===== src/rtl/vedic_pkg.sv =====
// Shared definitions for the sequential 16x16 vedic multiplier controller.
// Holds the FSM state encoding, the step-counter width and the operand and
// product widths. The controller and its testbench both import it.
package vedic_pkg;
    localparam int OPW   = 16;  // operand width
    localparam int HALFW = 8;   // width of one operand half fed to the 8x8 core
    localparam int PRW   = 32;  // product width
    localparam int STEPW = 2;   // four partial-product steps

    typedef enum logic [1:0] {
        IDLE = 2'd0,
        MUL  = 2'd1,
        DONE = 2'd2
    } state_t;
endpackage : vedic_pkg


===== src/rtl/vedic_8bit_multiplier.sv =====
// 8x8 unsigned combinational multiplier using the Urdhva-Tiryakbhyam
// (vertically and crosswise) method.
//   a, b : 8-bit unsigned operands
//   p    : 16-bit unsigned product
// Each output column k is the sum of all bit products a[i]&b[j] with i+j==k.
// The column sums are weighted by 2^k and summed, which carries naturally
// from one column into the next.
module vedic_8bit_multiplier (
    input  logic [7:0]  a,
    input  logic [7:0]  b,
    output logic [15:0] p
);
    logic [15:0] col [15];

    always_comb begin
        for (int k = 0; k < 15; k++) begin
            col[k] = '0;
            for (int i = 0; i < 8; i++) begin
                if (k - i >= 0 && k - i < 8)
                    col[k] = col[k] + 16'(a[i] & b[k-i]);
            end
        end
    end

    always_comb begin
        p = '0;
        for (int k = 0; k < 15; k++)
            p = p + (col[k] << k);
    end
endmodule : vedic_8bit_multiplier


===== src/rtl/vedic_seq16_mult_ctrl.sv =====
// Sequential 16x16 unsigned multiplier. A single 8x8 vedic core is shared
// across four cycles. Each cycle it produces one partial product, which is
// shifted and added into a 32-bit accumulator.
//   clk, rst_n          : clock, asynchronous active-low reset
//   in_valid / in_ready : operand handshake (a, b captured on accept)
//   a, b                : 16-bit unsigned operands
//   out_valid/out_ready : product handshake
//   p                   : 32-bit product, driven straight from the accumulator
//   busy                : high in any state other than IDLE
//   op_count            : wrapping count of delivered products
module vedic_seq16_mult_ctrl
    import vedic_pkg::*;
(
    input  logic           clk,
    input  logic           rst_n,
    input  logic           in_valid,
    output logic           in_ready,
    input  logic [OPW-1:0] a,
    input  logic [OPW-1:0] b,
    output logic           out_valid,
    input  logic           out_ready,
    output logic [PRW-1:0] p,
    output logic           busy,
    output logic [7:0]     op_count
);
    state_t             state_q, state_d;
    logic [STEPW-1:0]   step_q;
    logic [OPW-1:0]     a_q, b_q;
    logic [PRW-1:0]     acc_q;
    logic [7:0]         cnt_q;

    logic               accept, hshk;
    logic [HALFW-1:0]   mx_a, mx_b;
    logic [2*HALFW-1:0] pp;
    logic [4:0]         shamt;
    logic [PRW-1:0]     pp_sh;

    assign accept = in_valid & in_ready;
    assign hshk   = out_valid & out_ready;

    // step bit 0 selects the high half of a, step bit 1 the high half of b.
    // The shift is 8 per high half used: 0, 8, 8, 16.
    assign mx_a  = step_q[0] ? a_q[OPW-1:HALFW] : a_q[HALFW-1:0];
    assign mx_b  = step_q[1] ? b_q[OPW-1:HALFW] : b_q[HALFW-1:0];
    assign shamt = {step_q[1] & step_q[0], step_q[1] ^ step_q[0], 3'b000};
    assign pp_sh = {{(PRW-2*HALFW){1'b0}}, pp} << shamt;

    vedic_8bit_multiplier u_core (
        .a (mx_a),
        .b (mx_b),
        .p (pp)
    );

    // State register
    always_ff @(posedge clk or negedge rst_n) begin
        if (!rst_n) state_q <= IDLE;
        else        state_q <= state_d;
    end

    // Next-state logic
    always_comb begin
        state_d = state_q;
        case (state_q)
            IDLE:    if (accept) state_d = MUL;
            MUL:     if (step_q == 2'd3) state_d = DONE;
            DONE:    if (hshk) state_d = IDLE;
            default: state_d = IDLE;
        endcase
    end

    // Outputs decoded from the state alone, so there is no comb path from
    // in_valid to out_valid.
    always_comb begin
        in_ready  = (state_q == IDLE);
        out_valid = (state_q == DONE);
        busy      = (state_q != IDLE);
    end

    // Datapath: operand capture, step counter, accumulator, product counter
    always_ff @(posedge clk or negedge rst_n) begin
        if (!rst_n) begin
            step_q <= '0;
            a_q    <= '0;
            b_q    <= '0;
            acc_q  <= '0;
            cnt_q  <= '0;
        end else begin
            if (accept) begin
                a_q    <= a;
                b_q    <= b;
                acc_q  <= '0;
                step_q <= '0;
            end else if (state_q == MUL) begin
                acc_q  <= acc_q + pp_sh;
                step_q <= step_q + 2'd1;  // returns to 0 after step 3
            end
            if (hshk) cnt_q <= cnt_q + 8'd1;
        end
    end

    assign p        = acc_q;
    assign op_count = cnt_q;
endmodule : vedic_seq16_mult_ctrl


===== config.mk =====
export PLATFORM = sky130hd
export DESIGN_NAME = vedic_seq16_mult_ctrl
export DESIGN_NICKNAME = d
export VERILOG_FILES = /design/src/rtl/vedic_pkg.sv /design/src/rtl/vedic_8bit_multiplier.sv /design/src/rtl/vedic_seq16_mult_ctrl.sv
export SDC_FILE = /design/constraint.sdc
export NUM_CORES = 1
export LEC_CHECK = 0
export ABC_AREA = 0
export CAP_MARGIN = 20
export CORE_UTILIZATION = 30
export DETAILED_ROUTE_END_ITERATION = 16
export MAX_ROUTING_LAYER = met4
export PLACE_DENSITY = 0.46
export SKIP_LAST_GASP = 1
export SYNTH_ARGS = -nofsm -noshare
export SYNTH_HDL_FRONTEND = slang
export SYNTH_SLANG_ARGS = --single-unit

===== constraint.sdc =====
create_clock -name clk -period 11.5 [get_ports clk]
set_input_delay 2.3 -clock clk [delete_from_list [all_inputs] [get_ports clk]]
set_output_delay 2.3 -clock clk [all_outputs]
set_load 0.1 [all_outputs]

==> results.md, run 1 <==
- Synthesized cell area: a little over 7000 µm²
- RSZ-0062 raised after global routing: false
- Hold buffer count at cts: 0
- Ys flop type: dfrtp_1
- GRT Total Usage: 17.0%
- Die height: between 150 and 200 µm
- Mean Syn Cell Area: about 9.6 µm²
- Crit end category: flip-flop
- Worst-Skew Late Latency: 0.35 ns
- Critical Path RT: between 10 and 15 ns
- Fin cells: 1,134
- Register area: about 1900 µm²
- Clk root buf: clkbuf_16
- Worst Hold Slack: 0.479 ns
- Status: finished clean
- Clock Skew: 0.00824 ns
- Critical path fanouts, max: 17
- Post-CTS setup buffers: 0
- Core ar.: approximately 23,000 µm²
- Largest net degree at the start of global routing: between 50 and 60
- Hold Path Class: reg -> reg
- Multi-input logic area: roughly 5000 µm²
- Max-slew headroom: between 30% and 40%
- Slew @ Worst Pin: between 0.9 and 1 ns
- CTS buffer count: 9
- Final WL: approximately 19 mm
- Vias: about 5,500
- Crit-path most repeated cell: ha_1
- Initial core utilization: a little under a third
- # port buffers: between 70 and 80
- Die W: ~160 µm
- Final RePlAce weighted congestion: between 0.8 and 0.9
- F_max: roughly 100 MHz
- Drt initial violations: about 220
- Synthesis Warnings: 0
- Max_cap viols: 0
- Filler cells: about 2,400
- TritonCTS clock tree: done
- Vias in the first global route: 5,607
- Share of cells above drive strength 1: 9.82%
- Buf+Inv Stages, Crit Path: 2
- H-Tree Depth: 3
- Nets@finish: around 1,000
- Max Root-Sink Buffers: 2
- Resize count post-CTS: 0
- Crit-path leading delay family: adder cells
- Fin. max-slew vios: 0
- Most common cell after layout, fill and taps aside: ha_1
- Tcrit/Tclk final: between 80 and 90%
- Area after DPL: ~8300 µm²
- Post-route setup TNS: 0 ns
- Post-synth EDFFs: 0
- CP startpoint kind: flip-flop
- # IOs: ~80
- WL per Instance: between 15 and 20 µm
- CP max-delay cell: dfrtp_1
- Post-synthesis cell type count: 54
- Final min period: 9.62 ns
- DIE AREA: ~24,000 µm²
- Final Hold Viols: 0
- Top cell type by total area after synthesis: dfrtp_1
- N_diodes: 0
- Grt total ovfl: 0
- CP peak stage delay: between 0.8 and 0.9 ns
- Worst path arrival time: about 10 ns
- Register area share after synthesis: roughly a quarter
- Syn_nets: a little over 900
- Post-Syn Instances: about 740
- Synth top area share: 26.6%
- Pre-Repair DR Iteration Count: 4
- Cell area after layout: about 8600 µm²
- CTS Sinks: 76
- Area contributors post-synth: dfrtp_1, ha_1, fa_1
- Area Growth Syn to Fin: 20.3%
- Row count: 56
- Inst Count DP: 1,118
- Commonest cells after routing, fill and taps aside: ha_1, clkdlybuf4s50_1, dfrtp_1
- Setup violators final: 0
- Post-DP HPWL: approximately 15 mm
- DRC: 0
- Number of synthesized register bits: 76
- Detail Route Antenna Nets: 0
- Initial antenna violation count: 0
- Vias/cell: approximately 4.9
- FFs w/ async S/R, synth: between 90% and 100%
- Worst-path clk slew: ~0.070 ns
- First-pass GRT wire length: around 30 mm
- Setup Crit Path Kind: reg -> reg
-- synthesized netlist by cell type, drive strengths merged (14+ instances only) --
| library cell | n |
|---|---|
| inv | 37 |
| clkbuf | 20 |
| nor2 | 74 |
| dfrtp | 76 |
| xnor2 | 26 |
| o22ai | 22 |
| ha | 97 |
| o21ai | 29 |
| a21oi | 38 |
| nand2 | 72 |
| mux2i | 22 |
| a21o | 16 |
| xor2 | 18 |
| fa | 39 |
| mux2 | 44 |
| nand2b | 14 |
-- area by class of cell --
class | count | area share (%)
tap | 319 | 4.64
timing repair buffer | 82 | 9.40
sequential | 76 | 22.1
clock inverter | 6 | 1.11
inverter | 38 | 1.66
multi-input combinational | 603 | 58.3
clock buffer | 10 | 2.78
-- through the flow --
step                      setup WS, ns  utilization, %
final                             1.88            36.7
after global routing              1.21            36.7
after CTS                         1.87            36.7
after detailed placement          1.90            35.3
after global placement            1.96            35.3
after floorplan                   2.68               -
-- final timing paths --
kind | from | endpoint | slack (ns) | cells after the start
setup / recovery | step_q[0]$_DFFE_PN0P_ | p[31]$_DFFE_PN0P_ | 1.88 | 31
hold / removal | op_count[7]$_DFFE_PN0P_ | op_count[7]$_DFFE_PN0P_ | 0.48 | 1
setup reg to reg | step_q[0]$_DFFE_PN0P_ | p[31]$_DFFE_PN0P_ | 1.88 | 31
hold reg to reg | op_count[7]$_DFFE_PN0P_ | op_count[7]$_DFFE_PN0P_ | 0.48 | 1
max in group asynchronous | rst_n | p[31]$_DFFE_PN0P_ | 8.65 | 2
min in group asynchronous | rst_n | p[2]$_DFFE_PN0P_ | 1.91 | 1
-- flip-flops by register name (all words and copies together) (netlist names) --
name	count
p	32
state_q	2
a_q	16
b_q	16
step_q	2
op_count	8
-- cell families (layout without fill, tap and decap cells) --
| logic type | after synthesis | in the layout | share of synthesized area (%) |
|---|---|---|---|
| AOI/OAI and AO/OA | 151 | 151 | 13.9 |
| and+or+nand+nor | 206 | 206 | 12.9 |
| adders and majority gates | 136 | 136 | 27.9 |
| DFF | 76 | 76 | 26.6 |
| buffers and inverters | 63 | 136 | 3.34 |
| xor gates and xnor gates | 44 | 44 | 5.39 |
| muxes | 66 | 66 | 10.0 |
-- layer usage --
layer  vias up  part of all wire, %  track usage, %
met1      2685                   49            22.7
li1       2757                    -               -
met4         0                  1.4            4.86
met3        21                  2.8            2.55
met2        78                   46            26.6
met5         -                    0               -
Power of run 1 is not shown: default switching activity piles up to over one toggle a cycle in this logic, so the estimate is an artifact.
==> run 2: changes to the inputs <==
==> constraint.sdc (replaced) <==
create_clock -name clk -period 9.6 [get_ports clk]
set_input_delay 1.92 -clock clk [delete_from_list [all_inputs] [get_ports clk]]
set_output_delay 1.92 -clock clk [all_outputs]
set_load 0.1 [all_outputs]
==> results.md, run 2 (synthesis results as in run 1) <==
- Status: finished clean
- Row count: between 50 and 60
- Core ar.: roughly 23,000 µm²
- Pre-CTS WS: around 0.33 ns
- Worst-Skew Late Latency: ~0.35 ns
- Tcrit/Tclk final: 95.0%
- N_diodes: 0
- TritonCTS clock tree: done
- Area Growth Syn to Fin: 21.8%
- First-pass GRT wire length: roughly 31 mm
- Final min period: about 9.1 ns
- Worst R2R End: p[31]$_DFFE_PN0P_
- CP peak stage delay: approximately 0.55 ns
- Largest net degree at the start of global routing: 57
- Final Hold Viols: 0
- Max Root-Sink Buffers: 2
- Post-route setup TNS: 0 ns
- Vias/cell: between 4 and 5
- Nets@finish: approximately 990
- Reg2reg path depth: 32
- Hold Path Class: reg -> reg
- Inst Count DP: approximately 1,100
- Met1 GRT Util: between 20 and 25%
- Final WL: 18.9 mm
- Worst Setup SP: step_q[1]$_DFFE_PN0P_
- Post-CTS setup buffers: 0
- Vias: around 5,600
- GRT busiest layer: met2
- Largest register FFs: 32
- Clk root buf: clkbuf_16
- # IOs: between 70 and 80
- CTS Sinks: 76
- Setup slack, reg-to-reg: about 0.48 ns
- DRC: 0
- Vias in the first global route: roughly 5,700
- Initial antenna violation count: 0
- CP endpoint: p[31]$_DFFE_PN0P_
- Worst path arrival time: 9.36 ns
- Buf+Inv Stages, Crit Path: 3
- WL per Instance: approximately 17 µm
- Critical Path RT: slightly below 10 ns
- GRT Total Usage: ~17%
- CP startpoint kind: flip-flop
- Fin. max-slew vios: 0
- Max-slew headroom: between 30 and 40%
- Instance count on the critical path: 32
- H-Tree Depth: 3
- DIE AREA: around 24,000 µm²
- CP max-delay cell: fa_1
- Setup Crit Path Kind: reg -> reg
- Share of cells above drive strength 1: 11.6%
- Most common cell after layout, fill and taps aside: ha_1
- Grt total ovfl: 0
- F_max: approximately 110 MHz
- Reg-to-Reg Start: step_q[1]$_DFFE_PN0P_
- HP Start: op_count[7]$_DFFE_PN0P_
- Fin cells: ~1,100
- Grt met2 use: a little over a quarter
- Clock Skew: 0.00908 ns
- Setup violators final: 0
- Pre-Repair DR Iteration Count: 4
- Drt initial violations: 220
- Critical path fanouts, max: 8
- Final worst slack: 0.482 ns
- Crit-path most repeated cell: ha_1
- Slew @ Worst Pin: roughly 1.0 ns
- Worst Hold Slack: 0.473 ns
- Die W: about 160 µm
- Worst-path clk slew: roughly 0.070 ns
- Met3 usage: under 10%
- Die height: between 150 and 200 µm
- Post-DP HPWL: between 10 and 15 mm
- Detail Route Antenna Nets: 0
- Crit end category: flip-flop
- # port buffers: ~80
- Commonest cells after routing, fill and taps aside: ha_1, clkdlybuf4s50_1, dfrtp_1
- Crit-path leading delay family: adder cells
- CTS buffer count: 9
- Max_cap viols: 0
- RSZ-0062 raised after global routing: false
- Initial core utilization: 30.5%
- Final RePlAce weighted congestion: 0.870
-- run 2: cell count changes in the layout (fill, tap and decap cells not counted), moves of 2 or more --
| cell | delta |
|---|---|
| mux2i_1 | -3 |
| buf_4 | +10 |
| dfrtp_2 | +2 |
| mux2i_2 | +2 |
| dfrtp_1 | -2 |
-- run 2: final cells by class --
cell class	count	area [µm²]
clock buffers	10	239
clock inverters	6	93.8
fillers	2418	14700
inverters	38	143
multi-input cells	603	5040
flip-flops and latches	76	1900
well taps	319	399
repair buffers	92	883
-- run 2: how the worst min path moves through the flow --
stage | endpoint | slack [ns] | cells past startpoint
after floorplan | b_q[2]$_DFFE_PN0P_ | 0.48 | 1
after global placement | op_count[7]$_DFFE_PN0P_ | 0.47 | 1
after detailed placement | op_count[7]$_DFFE_PN0P_ | 0.47 | 1
after CTS | op_count[7]$_DFFE_PN0P_ | 0.48 | 1
after global routing | op_count[7]$_DFFE_PN0P_ | 0.49 | 1
final | op_count[7]$_DFFE_PN0P_ | 0.47 | 1
-- run 2: timing repair --
item	CTS	global route
setup endpoints to repair	0	9
resized for setup	0	8
hold buffers	0	0
-- run 2: metrics by stage --
| stage | cell area (µm²) | util (%) |
|---|---|---|
| global placement | 8340 | 35.6 |
| CTS | 8670 | 37.1 |
| finish | 8710 | 37.2 |
| global route | 8710 | 37.2 |
| floorplan | 7150 | - |
| detailed placement | 8340 | 35.6 |
-- run 2: layer usage --
layer	part of all wire, %	wire length (µm)
met2	47	8900
met5	0	0
met3	3.0	563
met4	1.5	291
met1	48	9170
Power of run 2 is left out for the same reason.
==> run 3: changes to the inputs <==
--- a/config.mk
+++ b/config.mk
@@ -7,10 +7,12 @@
 export LEC_CHECK = 0
 export ABC_AREA = 0
 export CAP_MARGIN = 20
+export CORE_MARGIN = 4
 export CORE_UTILIZATION = 30
 export DETAILED_ROUTE_END_ITERATION = 16
 export MAX_ROUTING_LAYER = met4
 export PLACE_DENSITY = 0.46
+export SETUP_SLACK_MARGIN = 0.3
 export SKIP_LAST_GASP = 1
 export SYNTH_ARGS = -nofsm -noshare
 export SYNTH_HDL_FRONTEND = slang
==> results.md, run 3 (synthesis results as in run 1) <==
- Cell area after layout: 8740 µm²
- Max Root-Sink Buffers: 2
- Slew @ Worst Pin: 1.01 ns
- Area after DPL: 8340 µm²
- Final min period: ~8.9 ns
- # port buffers: between 70 and 80
- Post-DP HPWL: 15.3 mm
- Vias/cell: approximately 4.9
- WL per Instance: ~17 µm
- Critical path fanouts, max: 7
- Die W: approximately 160 µm
- GRT Total Usage: between 15 and 20%
- Worst path arrival time: 9.09 ns
- TritonCTS clock tree: done
- Max-slew headroom: between 30% and 40%
- Fin. max-slew vios: 0
- Largest register FFs: 32
- Core ar.: 23,500 µm²
- CP startpoint kind: flip-flop
- Vias: between 5,000 and 6,000
- Largest net degree at the start of global routing: 57
- Critical Path RT: 9.84 ns
- Share of cells above drive strength 1: 12.4%
- DRC: 0
- Nets@finish: between 900 and 1,000
- Row count: 56
- F_max: roughly 110 MHz
- Pre-Repair DR Iteration Count: 4
- Commonest cells after routing, fill and taps aside: ha_1, clkdlybuf4s50_1, dfrtp_1
- Final Hold Viols: 0
- Area Growth Syn to Fin: 22.3%
- Post-route setup TNS: 0 ns
- Hold Path Class: reg -> reg
- Worst Hold Slack: about 0.49 ns
- RSZ-0062 raised after global routing: true
- Grt total ovfl: 0
- Detail Route Antenna Nets: 0
- Filler cells: approximately 2,400
- First-pass GRT wire length: 31.4 mm
- N_diodes: 0
- H-Tree Depth: 3
- CTS Sinks: 76
- Die height: about 160 µm
- CTS buffer count: 9
- CP max-delay cell: fa_1
- Worst-path clk slew: around 0.070 ns
- # IOs: 79
- Drt initial violations: 221
- Crit end category: flip-flop
- Initial antenna violation count: 0
- Most common cell after layout, fill and taps aside: ha_1
- Worst-Skew Late Latency: roughly 0.35 ns
- Final WL: roughly 20 mm
- Tcrit/Tclk final: 92.2%
- Status: finished clean
- Setup Crit Path Kind: reg -> reg
- Max_cap viols: 0
- Initial core utilization: a little over 30%
- Vias in the first global route: between 5,000 and 6,000
- CP peak stage delay: roughly 0.53 ns
- Clk root buf: clkbuf_16
- Setup violators final: 0
- Clock Skew: between 0.01 and 0.015 ns
- Final RePlAce weighted congestion: around 0.86
- DIE AREA: approximately 26,000 µm²
## run 3: cell types whose count changed in the layout (fill, tap and decap cells not counted)
cell        previous run  this run
clkbuf_1               0         1
o21ai_2                0         1
ha_2                   0         1
mux2i_1               19        17
clkinv_4               1         2
buf_4                 15        19
clkinvlp_4             1         0
mux2i_4                1         2
o21ai_1                4         3
a211oi_2               1         2
ha_1                  97        96
a211oi_4               1         0
clkbuf_8               1         0
mux2i_2                2         3
## run 3: what timing repair did
item                                   4_1_cts  5_1_grt
setup endpoints to repair                    0       13
hold buffers                                 0        0
endpoints found under the hold margin        0        0
buffers inserted                             0        4
gates resized for setup                      0       12
## run 3: worst paths after layout
path / cells past startpoint / startpoint / to / slack, ns
min in group asynchronous: 1 / rst_n / p[16]$_DFFE_PN0P_ / 1.54
worst min-delay path: 1 / op_count[4]$_DFFE_PN0P_ / op_count[4]$_DFFE_PN0P_ / 0.49
worst max-delay path: 36 / step_q[1]$_DFFE_PN0P_ / p[31]$_DFFE_PN0P_ / 0.75
max in group asynchronous: 2 / rst_n / step_q[1]$_DFFE_PN0P_ / 7.04
worst max register to register: 36 / step_q[1]$_DFFE_PN0P_ / p[31]$_DFFE_PN0P_ / 0.75
worst min register to register: 1 / op_count[4]$_DFFE_PN0P_ / op_count[4]$_DFFE_PN0P_ / 0.49
## run 3: cell type report
class / instances / area, µm² / share of cell area [%]
multi-input cells: 603 / 5060 / 57.9
flip-flops and latches: 76 / 1900 / 21.8
repair buffers: 96 / 913 / 10.4
well taps: 319 / 399 / 4.57
clock buffers: 10 / 229 / 2.62
inverters: 38 / 143 / 1.63
clock inverters: 6 / 95.1 / 1.09
## run 3: stage by stage
| step | cells | worst slack, ns | util, % |
|---|---|---|---|
| 3_3_place_gp | 1128 | 0.429 | 35.5 |
| 5_1_grt | 1148 | 0.256 | 37.2 |
| 6_report | 1148 | 0.747 | 37.2 |
| 4_1_cts | 1144 | 0.330 | 36.9 |
| 2_1_floorplan | 742 | 0.783 | - |
| 3_5_place_dp | 1128 | 0.376 | 35.5 |
## run 3: per-layer routing
| layer | GRT usage (%) | vias up | share of wire [%] |
|---|---|---|---|
| li1 | - | 2779 | - |
| met5 | - | - | 0 |
| met3 | 1.95 | 14 | 2.5 |
| met2 | 24.0 | 94 | 46 |
| met4 | 4.27 | 0 | 1.7 |
| met1 | 21.7 | 2723 | 49 |
## run 3: critical path, delay by kind of cell, from the launching register on
| family | cells | cell delay [ns] |
|---|---|---|
| DFF | 1 | 0.49 |
| xor gates and xnor gates | 1 | 0.16 |
| AOI/OAI and AO/OA | 9 | 1.64 |
| buffers and inverters | 4 | 0.31 |
| and+or+nand+nor | 8 | 0.93 |
| adders and majority gates | 12 | 4.73 |
| muxes | 2 | 0.48 |
Power of run 3 is left out for the same reason.
